**config.mk**
```make
export PLATFORM = sky130hd
export DESIGN_NAME = sm_clk_ctrl
export DESIGN_NICKNAME = d
export VERILOG_FILES = /design/src/rtl/sm_clk_pkg.sv /design/src/rtl/sm_clk_chan.sv /design/src/rtl/sm_clk_ctrl.sv
export SDC_FILE = /design/constraint.sdc
export NUM_CORES = 1
export LEC_CHECK = 0
export BUFFER_PORTS_ARGS = -buffer_cell sky130_fd_sc_hd__clkbuf_2
export CORE_MARGIN = 1.5
export CORE_UTILIZATION = 60
export DETAILED_ROUTE_END_ITERATION = 16
export PLACE_DENSITY = 0.84
export SYNTH_ARGS = -nofsm -noshare
export SYNTH_HDL_FRONTEND = slang
export SYNTH_SLANG_ARGS = --single-unit
```
**constraint.sdc**
```tcl
create_clock -name clk -period 9.6 [get_ports clk]
set_input_delay 1.44 -clock clk [delete_from_list [all_inputs] [get_ports clk]]
set_output_delay 1.44 -clock clk [all_outputs]
set_load 0.01 [all_outputs]
```
**src/rtl/sm_clk_pkg.sv**
```systemverilog
// rtl/sm_clk_pkg.sv - shared state enum, default widths and divide clamp for sm_clk_ctrl
package sm_clk_pkg;

    localparam int DEF_CNT_W = 32;
    localparam int DEF_SEL_W = 5;

    typedef enum logic [1:0] {
        ST_IDLE  = 2'd0,
        ST_RUN   = 2'd1,
        ST_DRAIN = 2'd2,
        ST_STEP  = 2'd3
    } state_t;

    // Largest usable half-period exponent is CNT_W-1 so that 2^d-1 fits the counter.
    function automatic int unsigned clamp_div(input int unsigned d, input int unsigned cnt_w);
        return (d > cnt_w - 1) ? cnt_w - 1 : d;
    endfunction

endpackage

```
**src/rtl/sm_clk_chan.sv**
```systemverilog
// rtl/sm_clk_chan.sv - one power-of-two divided clock channel with period-boundary divide update
module sm_clk_chan
    import sm_clk_pkg::*;
#(
    parameter int CNT_W = DEF_CNT_W,
    parameter int SEL_W = DEF_SEL_W
) (
    input  logic             clk,
    input  logic             rstn,
    input  logic             start,
    input  logic             stop_arm,
    input  logic [SEL_W-1:0] devide,
    output logic             clk_out,
    output logic             tick,
    output logic             stopped
);

    logic [CNT_W-1:0] cnt;
    logic [CNT_W-1:0] last;
    logic [SEL_W-1:0] d_cur;
    logic [SEL_W-1:0] d_next;

    assign d_next = SEL_W'(clamp_div(32'(devide), 32'(CNT_W)));
    assign last   = (CNT_W'(1) << d_cur) - CNT_W'(1);

    // clk_out is the phase bit; a stop only lands on a falling edge, so no runt pulse.
    always_ff @(posedge clk or negedge rstn) begin
        if (!rstn) begin
            clk_out <= 1'b0;
            tick    <= 1'b0;
            cnt     <= '0;
            d_cur   <= '0;
            stopped <= 1'b1;
        end else begin
            tick <= 1'b0;
            if (stopped) begin
                if (start) begin
                    clk_out <= 1'b1;
                    cnt     <= '0;
                    d_cur   <= d_next;
                    tick    <= 1'b1;
                    stopped <= 1'b0;
                end
            end else if (cnt == last) begin
                cnt <= '0;
                if (clk_out) begin
                    clk_out <= 1'b0;
                    if (stop_arm) begin
                        stopped <= 1'b1;
                    end
                end else begin
                    clk_out <= 1'b1;
                    tick    <= 1'b1;
                    d_cur   <= d_next;
                end
            end else begin
                cnt <= cnt + CNT_W'(1);
            end
        end
    end

endmodule

```
**src/rtl/sm_clk_ctrl.sv**
```systemverilog
// rtl/sm_clk_ctrl.sv - multi-channel clock divider with run/drain/step FSM (SM_CLK_CTRL_STEP_EN enables step)
module sm_clk_ctrl
    import sm_clk_pkg::*;
#(
    parameter int CHANNELS = 2,
    parameter int CNT_W    = DEF_CNT_W,
    parameter int SEL_W    = DEF_SEL_W
) (
    input  logic                      clk,
    input  logic                      rstn,
    input  logic                      run,
    input  logic                      step,
    input  logic [CHANNELS*SEL_W-1:0] devide,
    output logic [CHANNELS-1:0]       clk_out,
    output logic [CHANNELS-1:0]       tick,
    output logic                      busy
);

    state_t              state;
    state_t              state_nx;
    logic [CHANNELS-1:0] stopped;
    logic [CHANNELS-1:0] start;
    logic                all_stopped;
    logic                stop_arm;
    logic                step_first;

    assign all_stopped = &stopped;
    assign stop_arm    = (state == ST_DRAIN) || (state == ST_STEP);
    assign busy        = (state != ST_IDLE);
    assign start       = stopped & {CHANNELS{(state == ST_RUN) || step_first}};

`ifdef SM_CLK_CTRL_STEP_EN
    // Marks the first STEP cycle: channels start here, and IDLE must not be re-entered yet.
    always_ff @(posedge clk or negedge rstn) begin
        if (!rstn) begin
            step_first <= 1'b0;
        end else begin
            step_first <= (state == ST_IDLE) && (state_nx == ST_STEP);
        end
    end
`else
    logic step_unused;
    assign step_first  = 1'b0;
    assign step_unused = step;
`endif

    always_ff @(posedge clk or negedge rstn) begin
        if (!rstn) begin
            state <= ST_IDLE;
        end else begin
            state <= state_nx;
        end
    end

    always_comb begin
        state_nx = state;
        case (state)
            ST_IDLE: begin
                if (run) begin
                    state_nx = ST_RUN;
                end
`ifdef SM_CLK_CTRL_STEP_EN
                else if (step) begin
                    state_nx = ST_STEP;
                end
`endif
            end
            ST_RUN: begin
                if (!run) begin
                    state_nx = ST_DRAIN;
                end
            end
            ST_DRAIN: begin
                if (run) begin
                    state_nx = ST_RUN;
                end else if (all_stopped) begin
                    state_nx = ST_IDLE;
                end
            end
`ifdef SM_CLK_CTRL_STEP_EN
            ST_STEP: begin
                if (all_stopped && !step_first) begin
                    state_nx = ST_IDLE;
                end
            end
`endif
            default: state_nx = ST_IDLE;
        endcase
    end

    for (genvar i = 0; i < CHANNELS; i++) begin : g_chan
        sm_clk_chan #(
            .CNT_W(CNT_W),
            .SEL_W(SEL_W)
        ) u_chan (
            .clk     (clk),
            .rstn    (rstn),
            .start   (start[i]),
            .stop_arm(stop_arm),
            .devide  (devide[i*SEL_W +: SEL_W]),
            .clk_out (clk_out[i]),
            .tick    (tick[i]),
            .stopped (stopped[i])
        );
    end

endmodule

```
# [Word level (Yosys, flattened, before mapping)]
# Cells that the tools add are included.
[totals] mem_bits_rw=0 wordCells=83 latchBits=0 mem_bits_ro=0 mem_count=0 output_inout_bits=5 inputBits=14 register_bits=82
[op_classes] n_mux=42 bitwise_logic=1 add_sub_neg=4 reduce_logical=11 eq_ne=12 n_mul=0 n_lt_le_gt_ge=0 n_shift=2 div_mod_pow=0
[ops] cell="32-bit two-way mux" n=6
[ops] cell="32-bit by 1-bit adder with 32-bit output (second input constant)" n=2
[ops] cell="32-bit equality test" n=2
[ops] cell="1-bit by 5-bit left shift with 32-bit output (first input constant)" n=2
[ops] cell="32-bit by 2-bit subtractor with 32-bit output (second input constant)" n=2
[ops] cell="5-bit two-way mux" n=8
[ops] cell="1-bit two-way mux" n=23
[ops] cell="2-bit inequality test (second input constant)" n=6
[ops] cell="3-bit AND reduction" n=3
[ops] cell="2-bit two-way mux" n=4
[ops] cell="2-bit case mux with 3 select lines" n=1
[ops] cell="2-bit AND reduction" n=3
[ops] cell="2-bit nonzero test" n=3
[ops] cell="2-bit equality test (second input constant)" n=2
[ops] cell="3-bit inequality test (second input constant)" n=1
[ops] cell="2-bit AND" n=1
[ops] cell="2-bit by 1-bit equality test with 1-bit output (second input constant)" n=1
[ops] cell="2-bit logical NOT" n=1
[ops] cell="1-bit logical OR" n=1

# [Logic depth before layout (Yosys ltp)]
# Gate-level depths: netlist (run 1).
[logic_depth] ltp_word=6 ltp_mapped=17 mapped_depth_nobuf=11

# [Modules after synthesis]
# A second synthesis (run 1) with hierarchy kept.
[unflattened] hier_cells=830 hier_area_um2=6886.6
[modules_own_cells] module="sm_clk_chan at g_chan[0].u_chan" seq_area_each_um2=1002.2 area_per_inst_um2=3482.1 instances=1 cells_each=438
[modules_own_cells] module="sm_clk_chan at g_chan[1].u_chan" seq_area_each_um2=1002.2 area_per_inst_um2=3295.7 instances=1 cells_each=379
[modules_own_cells] module="sm_clk_ctrl" seq_area_each_um2=50.0 area_per_inst_um2=108.9 instances=1 cells_each=13

# [Worst setup path after synthesis (run 1)]
# Ideal clock, no wire load.
[synth_timing] kind="reg-to-reg" from="register g_chan[0].u_chan.d_cur[2]" to="register g_chan[0].u_chan.cnt[11]" period_less_slack_ps=3899 setup_ps=119 slack_ps=5701 t_arrival_ps=3780 n_path_buf=4 required_ps=9481 stages_incl_launch_ff=16 path_cell_list="dfrtp_1 -> buf_4 -> buf_2 -> nor4_2 -> nand2_1 -> ha_1 -> xnor2_1 -> a2111oi_0 -> and4bb_2 -> nand4b_1 -> or4b_1 -> or4_1 -> buf_2 -> o21ai_4 -> buf_6 -> nor2_1"
[synth_via] elab_chain_len=5
[synth_rtl] element="start: declaration" line="sm_clk_chan.sv:20" rtl="logic [SEL_W-1:0] d_cur;"
[synth_rtl] element="start signal: assignment" line="sm_clk_chan.sv:40" rtl="d_cur <= d_next;"
[synth_rtl] element="start signal: assignment" line="sm_clk_chan.sv:54" rtl="d_cur <= d_next;"
[synth_rtl] element="1-bit by 5-bit left shift with 32-bit output" line="sm_clk_chan.sv:24" rtl="assign last = (CNT_W'(1) << d_cur) - CNT_W'(1);"
[synth_rtl] element="32-bit by 2-bit subtractor with 32-bit output" line="sm_clk_chan.sv:24"
[synth_rtl] element="32-bit equality test" line="sm_clk_chan.sv:44" rtl="end else if (cnt == last) begin"
[synth_rtl] element="32-bit two-way mux" line="sm_clk_chan.sv:44"
[synth_rtl] element="32-bit two-way mux" line="sm_clk_chan.sv:36" rtl="if (stopped) begin"
[synth_rtl] element="end signal: assignment" line="sm_clk_chan.sv:57" rtl="cnt <= cnt + CNT_W'(1);"
[synth_rtl] element="end: declaration" line="sm_clk_chan.sv:18" rtl="logic [CNT_W-1:0] cnt;"
# No other way between the ends.
# A chain may end at the register's enable or synchronous reset.

# [Final worst setup path (run 1)]
[layout_timing] from="register g_chan[0].u_chan.d_cur[2]" to="register g_chan[0].u_chan.cnt[26]"
# The elaborated chain is that of the path after synthesis.

==> flow_metrics.py, run 1 <==
metrics = {
    "floorplan": {
        "core_area_um2": 10800,
        "die_h_um": 109,
        "rows": 38,
        "io_pins": 19,
        "die_area_um2": 11800,
        "initial_core_util_pct": 61.8,
        "die_w_um": 109,
    },
    "min_path": {
        "hold_path_class": "flop to flop",
    },
    "synthesis": {
        "synth-async-reset-ratio_pct": 100,
        "synth.most_common_cell": "nor2_1",
        "syn_inst": 832,
        "ys_ff_latch": 82,
        "synth_top_flop_cell": "dfrtp_1",
        "netlist_area_um2": 6700,
        "yosys_warnings": 0,
        "synth_top_area_share_pct": 29.9,
        "synth_nets": 850,
        "synth_top_cell_by_area": "dfrtp_1",
        "synth_area_per_cell_um2": 8.05,
        "synth_top_cells_by_area": "dfrtp_1, nor2_1, xnor2_1",
        "synth_edf_count": 0,
        "synth_cell_types": 84,
        "yosysSeqAreaShare_pct": 30.7,
        "synth_common_cells": "nor2_1, dfrtp_1, nand2_1, xnor2_1, nand3_1",
    },
    "sta": {
        "timing.slew.headroom_pct": 27.7,
        "finalCritPeriodShare_pct": 54.6,
        "fin_skew_ns": 0.0146,
        "period_needed_ns": 5.24,
        "slew_violations": 0,
        "finalHoldViolCount": 0,
        "fmax_ghz": 0.191,
        "grt_setup_unrepaired": "false",
        "tns_ns": 0,
        "worstMarginPinSlew_ns": 1.08,
        "worst_slack_ns": 4.36,
        "finalSetupViolations": 0,
    },
    "setup_path": {
        "critPathCapture": "g_chan[0].u_chan.cnt[26]",
        "r2r_start": "g_chan[0].u_chan.d_cur[2]",
        "cp-end-kind": "flop",
        "cp-startpoint": "g_chan[0].u_chan.d_cur[2]",
        "rr_endpoint": "g_chan[0].u_chan.cnt[26]",
        "worstPathArrival_ns": 5.46,
        "path_class": "flop to flop",
        "crit_path_max_fanout": 34,
        "worstSetupStartpointType": "flop",
        "reg2regPathDepth": 11,
        "reg2reg_slack_ns": 4.36,
        "cp.required_ns": 9.82,
    },
    "clock_network": {
        "clockBufferDepth": 2,
        "path_clk_slew_ns": 0.10,
        "postCtsResizedCells": 0,
        "cts_tree": "built",
        "cts_hold_buffers": 0,
        "numCtsBuffers": 9,
        "cts_setup_buffers": 0,
        "cts_sinks": 82,
        "clkLatencyLatePin_ns": 0.37,
        "cts_root_buf": "clkbuf_8",
        "h-tree-depth": 3,
    },
    "power": {
        "power.leakage_nw": 2.73,
        "ir_drop_uv": 85.3,
        "powerDensity_nw_per_um2": 102,
    },
    "placed_design": {
        "dp_hpwl_mm": 12.2,
        "place_ws_ns": 4.45,
        "portBuffers": 17,
        "gp_congestion": 0.956,
    },
    "finish": {
        "drive_above_1_share_pct": 8.75,
        "nets": 813,
        "n_antenna_cell": 0,
        "area.growth.synth_to_final_pct": 2.58,
        "n_fill_cell": 938,
    },
    "flow_run": {
        "cap_viol_max_count": 0,
    },
    "global_routing": {
        "grt.total_usage_pct": 30.7,
        "grt_max_degree": 83,
        "first_global_vias": 5868,
        "antenna_found_initial": 0,
        "overflow": 0,
        "grt_pass1_wl_mm": 28.7,
    },
    "detailed_routing": {
        "drc_errors": 0,
        "vias": 6311,
        "drt-vias-per-instance": 6.71,
        "drt-wirelength-per-cell_um": 18.4,
        "firstDrtPassIters": 5,
        "postRouteAntennaNets": 0,
        "drt_iter0_markers": 795,
        "routed_wl_mm": 17.3,
    },
    "run_status": {
        "outcome": "finished, final reports clean",
    },
}
[power by group]
group          total (mW)  internal (mW)  switching [mW]
Sequential          0.357          0.348         0.00927
Clock               0.252          0.104           0.148
Combinational      0.0903         0.0340          0.0563
[worst max-delay path, stage by stage (launching register included)]
cell	delay (ns)
dfrtp_1	0.76
nor4_2	0.73
nand2_1	0.13
ha_1	0.53
nor4_1	0.30
o21ai_0	0.16
o21ai_0	0.40
xor2_1	0.16
or4b_1	0.50
or4_1	0.66
o21ai_4	0.61
nor2_1	0.12
[registers in the layout (all words and copies together) (netlist names)]
| register | count |
|---|---|
| state | 2 |
| g_chan.u_chan.cnt | 64 |
| g_chan.u_chan.clk_out | 2 |
| g_chan.u_chan.stopped | 2 |
| g_chan.u_chan.tick | 2 |
| g_chan.u_chan.d_cur | 10 |
[worst min path at each step]
stage | startpoint | endpoint | slack, ns | depth (start not counted)
2_1_floorplan | state[0] | state[0] | 0.46 | 1
3_3_place_gp | state[0] | state[0] | 0.47 | 1
3_5_place_dp | state[0] | state[0] | 0.50 | 1
4_1_cts | state[0] | state[0] | 0.51 | 1
5_1_grt | state[0] | state[0] | 0.53 | 1
6_report | state[0] | state[0] | 0.51 | 1
[per-layer routing]
metal	up-vias	track usage (%)	routed length, µm
met4	0	18.1	882
met2	267	51.4	8350
met3	56	4.18	957
li1	2958	-	-
met5	-	0	0
met1	3030	37.7	7130
[cells by family (layout without fill, tap and decap cells)]
logic type | after synthesis | count (layout) | share of synthesized area [%]
AND/OR/NAND/NOR | 379 | 379 | 30.1
AO/OA/AOI/OAI | 181 | 181 | 19.4
buffers and inverters | 95 | 63 | 6.35
flip-flops | 82 | 82 | 30.7
XOR/XNOR | 77 | 77 | 10.5
multiplexers | 14 | 14 | 2.28
adder cells (fa/ha/maj) | 4 | 4 | 0.747
[placed cells by master (no fill, tap or decap), drive strengths merged, types with 6 or more instances in the layout]
cell,synthesis,final
o31ai,8,8
mux2,10,10
o22ai,6,6
or2,6,6
o21a,14,14
nor3,34,34
nand3,39,39
buf,33,7
xnor2,41,41
nand2b,11,11
nor2,99,99
and2,7,7
nand4,19,19
a31oi,7,7
a21oi,21,21
a211oi,6,6
and4,7,7
o21ai,40,40
nor4,13,13
nor2b,12,12
or3,20,20
nand2,60,60
o211ai,9,9
dfrtp,80,80
inv,21,26
a211o,6,6
clkbuf,38,25
xor2,34,34
and3,17,17
[per-stage QoR]
stage                     cells  utilization, %  hold slack [ns]  total power, mW  area (µm²)
after detailed placement    924            61.6            0.499            0.452        6670
final                       940            63.4            0.506            0.699        6870
after global routing        940            63.4            0.529            0.732        6870
after CTS                   940            63.4            0.514            0.706        6870
after floorplan             832               -            0.459            0.428        6700
after global placement      924            61.6            0.472            0.449        6670
[layout make-up]
class,count,area (µm²),area share [%]
inverter,24,90.1,1.31
sequential,82,2050,29.9
clock buffer,9,124,1.80
multi-input combinational,655,4220,61.4
clock inverter,7,76.3,1.11
timing repair buffer,23,133,1.93
tap,140,175,2.55
Power figures use the tool's default switching activity.
==> run 2: changes to the inputs <==
--- a/config.mk
+++ b/config.mk
@@ -5,6 +5,7 @@
 export SDC_FILE = /design/constraint.sdc
 export NUM_CORES = 1
 export LEC_CHECK = 0
+export ABC_AREA = 1
 export BUFFER_PORTS_ARGS = -buffer_cell sky130_fd_sc_hd__clkbuf_2
 export CORE_MARGIN = 1.5
 export CORE_UTILIZATION = 60
==> constraint.sdc (replaced) <==
create_clock -name clk -period 5 [get_ports clk]
set_input_delay 0.75 -clock clk [delete_from_list [all_inputs] [get_ports clk]]
set_output_delay 0.75 -clock clk [all_outputs]
set_load 0.01 [all_outputs]
==> flow_metrics.py, run 2 <==
metrics = {
    "detailed_routing": {
        "firstDrtPassIters": 5,
        "drt_iter0_markers": 726,
        "routed_wl_mm": 18.7,
        "drt-wirelength-per-cell_um": 14.4,
        "vias": 7508,
        "drt-vias-per-instance": 5.79,
        "postRouteAntennaNets": 0,
        "drc_errors": 0,
    },
    "sta": {
        "worstMarginPinSlew_ns": 1.16,
        "fin_skew_ns": 0.00423,
        "fmax_ghz": 0.259,
        "slew_violations": 0,
        "worst_slack_ns": 1.14,
        "grt_setup_unrepaired": "false",
        "finalSetupViolations": 0,
        "timing.slew.headroom_pct": 22.7,
        "finalHoldViolCount": 0,
        "finalCritPeriodShare_pct": 77.1,
        "tns_ns": 0,
        "period_needed_ns": 3.86,
    },
    "synthesis": {
        "synth_top_family_by_area": "simple AND/OR/NAND/NOR gates",
        "yosys.area_share.simple_pct": 41.1,
        "synth_mux_area_share_pct": 0,
        "synth_cell_types": 45,
        "ys_ff_latch": 82,
        "synth_top_cell_by_area": "dfrtp_1",
        "synth.most_common_cell": "nand2_1",
        "yosysSeqAreaShare_pct": 27.0,
        "synth-xor-area-share_pct": 11.9,
        "netlist_area_um2": 7620,
        "syn_inst": 1130,
        "synth-async-reset-ratio_pct": 100,
        "synth_edf_count": 0,
        "synthAdderAreaFrac_pct": 0.657,
        "synth_top_flop_cell": "dfrtp_1",
        "synth_top_cells_by_area": "dfrtp_1, nand2_1, xor2_1",
        "synth_top_area_share_pct": 26.3,
        "synth_nets": 1148,
        "synth_compound_area_share_pct": 8.38,
        "synth_common_cells": "nand2_1, inv_1, nor2_1, xor2_1, nand3_1",
        "synth_area_per_cell_um2": 6.74,
        "yosys_warnings": 0,
    },
    "finish": {
        "mostFrequentLayoutCells": "nand2_1, inv_1, nor2_1",
        "n_antenna_cell": 0,
        "drive_above_1_share_pct": 10.4,
        "nets": 1142,
        "reg.largest.list": "g_chan.u_chan.cnt: 64 flops, g_chan.u_chan.d_cur: 10 flops",
        "multi_input_area_um2": 4720,
        "top_register": "g_chan.u_chan.cnt",
        "mostFrequentLayoutCell": "nand2_1",
        "n_fill_cell": 1081,
        "area.sequential_um2": 2050,
        "largest_reg_flops": 64,
        "area.growth.synth_to_final_pct": 5.47,
    },
    "clock_network": {
        "path_clk_slew_ns": 0.06,
        "clkLatencyLatePin_ns": 0.35,
        "clockBufferDepth": 2,
        "h-tree-depth": 3,
        "cts_tree": "built",
        "cts_hold_buffers": 0,
        "numCtsBuffers": 9,
        "cts_root_buf": "clkbuf_16",
        "postCtsResizedCells": 0,
        "cts_setup_buffers": 0,
        "cts_sinks": 82,
    },
    "setup_path": {
        "worstPathArrival_ns": 4.14,
        "cp-end-kind": "flop",
        "path_class": "flop to flop",
        "worstSetupStartpointType": "flop",
        "crit_path_max_fanout": 29,
        "reg2regPathDepth": 17,
        "cp.required_ns": 5.28,
    },
    "run_status": {
        "outcome": "finished, final reports clean",
    },
    "min_path": {
        "hold_path_class": "input pin to async pin",
    },
    "power": {
        "power.leakage_nw": 3.99,
        "ir_drop_uv": 163,
        "powerDensity_nw_per_um2": 183,
    },
    "global_routing": {
        "antenna_found_initial": 0,
        "overflow": 0,
        "grt_max_degree": 64,
        "grt.total_usage_pct": 29.3,
        "grt_pass1_wl_mm": 31.3,
        "first_global_vias": 6629,
    },
    "floorplan": {
        "rows": 40,
        "initial_core_util_pct": 62.4,
        "die_h_um": 116,
        "die_w_um": 116,
        "core_area_um2": 12200,
        "die_area_um2": 13400,
        "io_pins": 19,
    },
    "placed_design": {
        "place_ws_ns": 1.27,
        "gp_congestion": 0.963,
        "dp_hpwl_mm": 14.2,
        "portBuffers": 17,
    },
    "flow_run": {
        "cap_viol_max_count": 0,
    },
}
[run 2: changes by cell type after synthesis, moves of 16 or more]
cell and change:
and3_1 -17, clkbuf_1 -31, inv_1 +112, nand2_1 +222, nand3_1 +48, nand4_1 +57
nor2_1 +21, nor2_2 +17, o21ai_0 -16, o22ai_1 +28, or3_1 -19, xnor2_1 -33
xor2_1 +59
[run 2: per-stage QoR]
step           util, %  cell area, µm²  hold WS [ns]  power (mW)  cells
2_1_floorplan        -            7620         0.454       0.682   1130
3_5_place_dp      62.9            7680         0.480       0.703   1281
5_1_grt           65.8            8030         0.289        1.51   1297
3_3_place_gp      62.9            7680         0.477       0.703   1281
6_report          65.8            8030         0.263        1.47   1297
4_1_cts           65.8            8030         0.270        1.48   1297
[run 2: cell families (layout without fill, tap and decap cells)]
| family | after synthesis | after routing |
|---|---|---|
| simple gates | 659 | 659 |
| flops | 82 | 82 |
| xor+xnor | 102 | 102 |
| buf+inv | 189 | 188 |
| fa+ha+maj | 4 | 4 |
| compound gates | 94 | 94 |
[run 2: routing by layer]
layer  wire length [µm]  vias up  GRT usage [%]
li1                   -     3715              -
met1               8700     3485           41.8
met2               8250      279           45.4
met3               1400       29           4.81
met4                327        0           9.51
met5                  0        -              0
[run 2: cell type report]
type	instances	share of cell area, %
tap	168	2.62
sequential	82	25.6
timing repair buffer	23	1.65
inverter	149	7.02
clock buffer	9	2.80
clock inverter	7	1.54
multi-input combinational	859	58.8
[run 2: worst paths after layout]
kind | start | to | slack [ns]
worst max-delay path | g_chan[0].u_chan.d_cur[3] | g_chan[0].u_chan.d_cur[1] | 1.14
worst min-delay path | rstn | g_chan[1].u_chan.cnt[3] | 0.26
worst min register to register | state[0] | state[0] | 0.49
min in group clk | state[0] | state[0] | 0.49
max in group asynchronous | rstn | g_chan[0].u_chan.cnt[10] | 3.69
worst max register to register | g_chan[0].u_chan.d_cur[3] | g_chan[0].u_chan.d_cur[1] | 1.14
[run 2: power by group]
group | switching, mW | internal, mW | total, mW
Combinational | 0.0171 | 0.00624 | 0.0233
Clock | 0.285 | 0.492 | 0.777
Sequential | 0.00167 | 0.665 | 0.666
[run 2: critical path, cell delays in order (launching register included)]
cell	delay, ns
dfrtp_1	0.79
inv_2	0.30
nand4_1	0.26
ha_1	0.24
nand3_2	0.11
inv_2	0.12
nand2_1	0.10
nor2_2	0.21
nand2_1	0.07
nand2_1	0.06
nand2_1	0.04
nor2_1	0.10
nand2_1	0.09
nor2_4	0.16
nand3_2	0.19
nand2_2	0.55
nand4_1	0.21
nand2_1	0.14
